**config.mk**
```make
export PLATFORM = sky130hd
export DESIGN_NAME = sync_fifo_flat
export DESIGN_NICKNAME = d
export VERILOG_FILES = /design/src/rtl/sync_fifo_if.sv /design/src/rtl/sync_fifo.sv /design/src/flat_wrapper.sv
export SDC_FILE = /design/constraint.sdc
export NUM_CORES = 1
export LEC_CHECK = 0
export BUFFER_PORTS_ARGS = -buffer_cell sky130_fd_sc_hd__buf_2
export CELL_PAD_IN_SITES_DETAIL_PLACEMENT = 0
export CELL_PAD_IN_SITES_GLOBAL_PLACEMENT = 1
export CORE_ASPECT_RATIO = 1.4
export CORE_MARGIN = 1
export CORE_UTILIZATION = 50
export DETAILED_ROUTE_END_ITERATION = 6
export GPL_ROUTABILITY_DRIVEN = 0
export GPL_TIMING_DRIVEN = 0
export PLACE_DENSITY = 0.76
export RECOVER_POWER = 100
export SKIP_CTS_REPAIR_TIMING = 1
export SYNTH_ARGS = -nofsm -noshare
export SYNTH_HDL_FRONTEND = slang
export SYNTH_SLANG_ARGS = --single-unit
```
**constraint.sdc**
```tcl
create_clock -name clk -period 4 [get_ports clk]
set_clock_uncertainty 0.2 [all_clocks]
set_input_delay 0.6 -clock clk [delete_from_list [all_inputs] [get_ports clk]]
set_output_delay 0.6 -clock clk [all_outputs]
set_load 0.03 [all_outputs]
```
**src/rtl/sync_fifo_if.sv**
```systemverilog
// Handshake bundle between a producer/consumer pair and the sync_fifo.
// The master side drives requests and write data; the slave (the FIFO) returns flags and read data.
interface sync_fifo_if #(
  parameter int DATA_WIDTH = 16
);
  logic [DATA_WIDTH-1:0] wr_data;
  logic                  wr_en;
  logic                  full;
  logic [DATA_WIDTH-1:0] rd_data;
  logic                  rd_en;
  logic                  empty;

  modport master (
    output wr_data,
    output wr_en,
    output rd_en,
    input  full,
    input  empty,
    input  rd_data
  );

  modport slave (
    input  wr_data,
    input  wr_en,
    input  rd_en,
    output full,
    output empty,
    output rd_data
  );
endinterface

```
**src/rtl/sync_fifo.sv**
```systemverilog
// Single-clock FIFO for 16-bit FIR samples: registered read data, occupancy-count based flags.
// Synchronous active-low reset clears control state and rd_data; the storage array is left as is.
module sync_fifo #(
  parameter int DATA_WIDTH = 16,
  parameter int DEPTH      = 16
) (
  input  logic          clk,
  input  logic          rst,
  sync_fifo_if.slave    bus
);

  localparam int ADDR_WIDTH = $clog2(DEPTH);
  localparam logic [ADDR_WIDTH:0] FULL_COUNT = (ADDR_WIDTH+1)'(DEPTH);

  logic [DATA_WIDTH-1:0] mem_q [DEPTH];

  logic [ADDR_WIDTH-1:0] wptr_q, wptr_d;
  logic [ADDR_WIDTH-1:0] rptr_q, rptr_d;
  logic [ADDR_WIDTH:0]   count_q, count_d;
  logic [DATA_WIDTH-1:0] rd_data_q, rd_data_d;

  logic full, empty;
  logic wr_acc, rd_acc;

  // Flags come straight from the registered count, so they only move after an edge.
  assign full  = (count_q == FULL_COUNT);
  assign empty = (count_q == '0);

  assign wr_acc = rst & bus.wr_en & ~full;
  assign rd_acc = rst & bus.rd_en & ~empty;

  always_comb begin
    wptr_d    = wptr_q;
    rptr_d    = rptr_q;
    count_d   = count_q;
    rd_data_d = rd_data_q;

    if (wr_acc) begin
      wptr_d = wptr_q + 1'b1;
    end
    if (rd_acc) begin
      rptr_d    = rptr_q + 1'b1;
      rd_data_d = mem_q[rptr_q];
    end

    case ({wr_acc, rd_acc})
      2'b10:   count_d = count_q + 1'b1;
      2'b01:   count_d = count_q - 1'b1;
      default: count_d = count_q;
    endcase
  end

  always_ff @(posedge clk) begin
    if (!rst) begin
      wptr_q    <= '0;
      rptr_q    <= '0;
      count_q   <= '0;
      rd_data_q <= '0;
    end else begin
      wptr_q    <= wptr_d;
      rptr_q    <= rptr_d;
      count_q   <= count_d;
      rd_data_q <= rd_data_d;
    end
  end

  // Read and write never target the same entry in one cycle: a read needs a stored word,
  // and when full the write is refused.
  always_ff @(posedge clk) begin
    if (wr_acc) begin
      mem_q[wptr_q] <= bus.wr_data;
    end
  end

  assign bus.full    = full;
  assign bus.empty   = empty;
  assign bus.rd_data = rd_data_q;

endmodule

```
**src/flat_wrapper.sv**
```systemverilog
// flat-port wrapper written by rule: the top's interface ports become plain ports
module sync_fifo_flat 
#(
  parameter int DATA_WIDTH = 16,
  parameter int DEPTH      = 16
)
  (clk, rst, bus_wr_data, bus_wr_en, bus_rd_en, bus_full, bus_empty, bus_rd_data);
  sync_fifo_if #(.DATA_WIDTH(DATA_WIDTH)) bus_i ();
  input  logic clk;
  input  logic rst;
  input wire logic [$bits(bus_i.wr_data)-1:0] bus_wr_data;
  input wire logic [$bits(bus_i.wr_en)-1:0] bus_wr_en;
  input wire logic [$bits(bus_i.rd_en)-1:0] bus_rd_en;
  output wire logic [$bits(bus_i.full)-1:0] bus_full;
  output wire logic [$bits(bus_i.empty)-1:0] bus_empty;
  output wire logic [$bits(bus_i.rd_data)-1:0] bus_rd_data;
  assign bus_i.wr_data = bus_wr_data;
  assign bus_i.wr_en = bus_wr_en;
  assign bus_i.rd_en = bus_rd_en;
  assign bus_full = bus_i.full;
  assign bus_empty = bus_i.empty;
  assign bus_rd_data = bus_i.rd_data;
  sync_fifo #(.DATA_WIDTH(DATA_WIDTH), .DEPTH(DEPTH)) u_core (.clk(clk), .rst(rst), .bus(bus_i));
endmodule
```
==> flow_summary.toml <==
[placed_design]
placedCellCount = 883
pre_cts_ws_ps = 455
portBuffers = 36
placed_area_um2 = 12000
hpwl_um = 15800

[routing]
initialDrtViolationCount = 603
ant_nets = 0
viasPerCell = 5.82
wl_met3_um = 1050
wire_per_inst_um = 26.0
vias = 5413
drt_wl_total_um = 24200
m1WireLength_um = 9560
dr.max_layer_used = "met4"
drc = 0
met2_length_um = 13100
firstDrtPassIters = 5

[setup_path]
crit_type = "reg -> reg"
required_ps = 4020
crit_path_start = "u_core.count_q[0]"
critPathCaptureType = "flop"
r2r-start = "u_core.count_q[0]"
critPathArrivalTime_ps = 3580
startpoint_type = "flop"
crit_fanout = 9

[synth]
yosysWarnings = 0
synth_cell_types = 35
syn_avg_cell_area_um2 = 20.8
synth_edf_count = 256
synth_flop_cell = "edfxtp_1"
syn-num-nets = 562
synth_area_um2 = 11100
ys_ff_latch = 285
synth-seq-area-share = 0.746
syn_inst = 532
async_flop_share = 0

[grt]
grt_max_degree = 17
first_global_vias = 5641
grt.overflow.total = 0
grt_pass1_wl_um = 35700
grt_use_total = 0.222
antenna_found_initial = 1

[cells_and_area]
layout_common_cells = "edfxtp_1, clkbuf_1, mux4_2"
finalInstanceArea_um2 = 12400
final_core_util = 0.571
layout_commonest_cell = "edfxtp_1"
final_cells = 930
drive_above_1_share = 0.201
nets = 645
area_growth_pct = 12.1

[clock_tree]
numCtsBuffers = 27
cts_tree = "yes"
htree_levels = 1
clkSlewWorstSetupHoldPaths_ps = 60
clock-sinks = 285
clock-root-buffer = "clkbuf_16"
clk_latency_ps = 520
clockBufferDepth = 3

[run_status]
status = "finished, violations left"
violations = "max-capacitance violations, max-slew violations"

[power_and_ir_drop]
ir_drop_v = 0.000367
total_leakage_power_nw = 3.84
p_per_area_nw_per_um2 = 494
p_total_mw = 6.14

[timing]
tightest_slew_ps = 1630
hold_violations = 0
rsz0062_at_grt = "no"
hold-worst-slack_ps = 271
finalSetupViolCount = 0
drv_slew = 9
fmax_mhz = 281
finalCritPeriodShare = 0.889
relSlewSlack = -0.0931
setup_ws_ps = 443
period_needed_ps = 3560
setup_tns_ps = 0

[die]
core_um2 = 21800
fp-row-count = 64
start_util = 0.509
die_w_um = 128
pin_count = 38
fp.dieH_um = 178
die_area_um2 = 22800

[min_path]
hold_start = "bus_wr_en"
hold_path_class = "in -> reg"

[run]
cap_violations = 1
state kept, by name, indices dropped and copies added, names as in the netlist:
signal	count
u_core.bus.rd_data	16
u_core.count_q	5
u_core.mem_q	256
u_core.rptr_q	4
u_core.wptr_q	4
synthesized netlist by cell type, types with 2 or more instances:
master | n | share of area
edfxtp_1 | 256 | 0.69
mux4_2 | 64 | 0.13
mux2i_1 | 37 | 0.033
dfxtp_1 | 29 | 0.052
nor2_1 | 26 | 0.0088
nand3_1 | 22 | 0.0099
clkbuf_1 | 12 | 0.0041
o221ai_2 | 11 | 0.015
ha_1 | 9 | 0.010
buf_2 | 6 | 0.0027
buf_4 | 6 | 0.0041
nor3_1 | 5 | 0.0023
o221ai_1 | 5 | 0.0039
xor2_1 | 5 | 0.0039
inv_1 | 4 | 0.0014
nand2_1 | 4 | 0.0014
a21oi_1 | 3 | 0.0014
buf_1 | 3 | 0.0010
o21a_1 | 3 | 0.0020
a21o_1 | 2 | 0.0014
buf_6 | 2 | 0.0020
nand2b_1 | 2 | 0.0011
o2111ai_2 | 2 | 0.0027
o211ai_1 | 2 | 0.0014
xnor2_1 | 2 | 0.0016
per-layer routing:
metal	GRT usage	vias to the layer above
met5	0	-
met4	0.0681	0
met3	0.0306	30
met2	0.399	150
met1	0.279	2871
li1	-	2362
worst max-delay path, cell delays in order (launching register included):
cell and delay (ps):
dfxtp_1 410, or4_1 140, clkbuf_1 370, o21a_1 310
nand3_1 210, nor3_1 1290, buf_6 310
kinds of logic after synthesis:
kind of cell / after synthesis / synth area share
xor+xnor: 7 / 0.00553
buf+inv: 35 / 0.0175
simple gates: 63 / 0.0258
mux: 101 / 0.163
flops: 285 / 0.746
fa+ha+maj: 10 / 0.0120
compound gates: 31 / 0.0302
area by class of cell:
cell class | instances | area, µm²
flip-flops and latches | 285 | 8270
multi-input cells | 212 | 2620
repair buffers | 54 | 226
well taps | 297 | 372
clock inverters | 10 | 75.1
plain buffers | 31 | 148
diodes | 1 | 2.50
inverters | 4 | 15.0
fillers | 1679 | 9350
clock buffers | 36 | 709
path summary, 6_finish.rpt:
kind	to	slack [ps]	cells after the start
min	u_core.wptr_q[3]	270	4
max reg2reg	u_core.mem_q[0][3]	440	6
min reg2reg	u_core.bus.rd_data[9]	300	2
max	u_core.mem_q[0][3]	440	6
power breakdown:
group,internal (mW),switching (mW)
clock,1.30,1.01
sequential,3.29,0.0308
combinational,0.175,0.322
total,4.77,1.37
(Power assumes the default switching activity.)
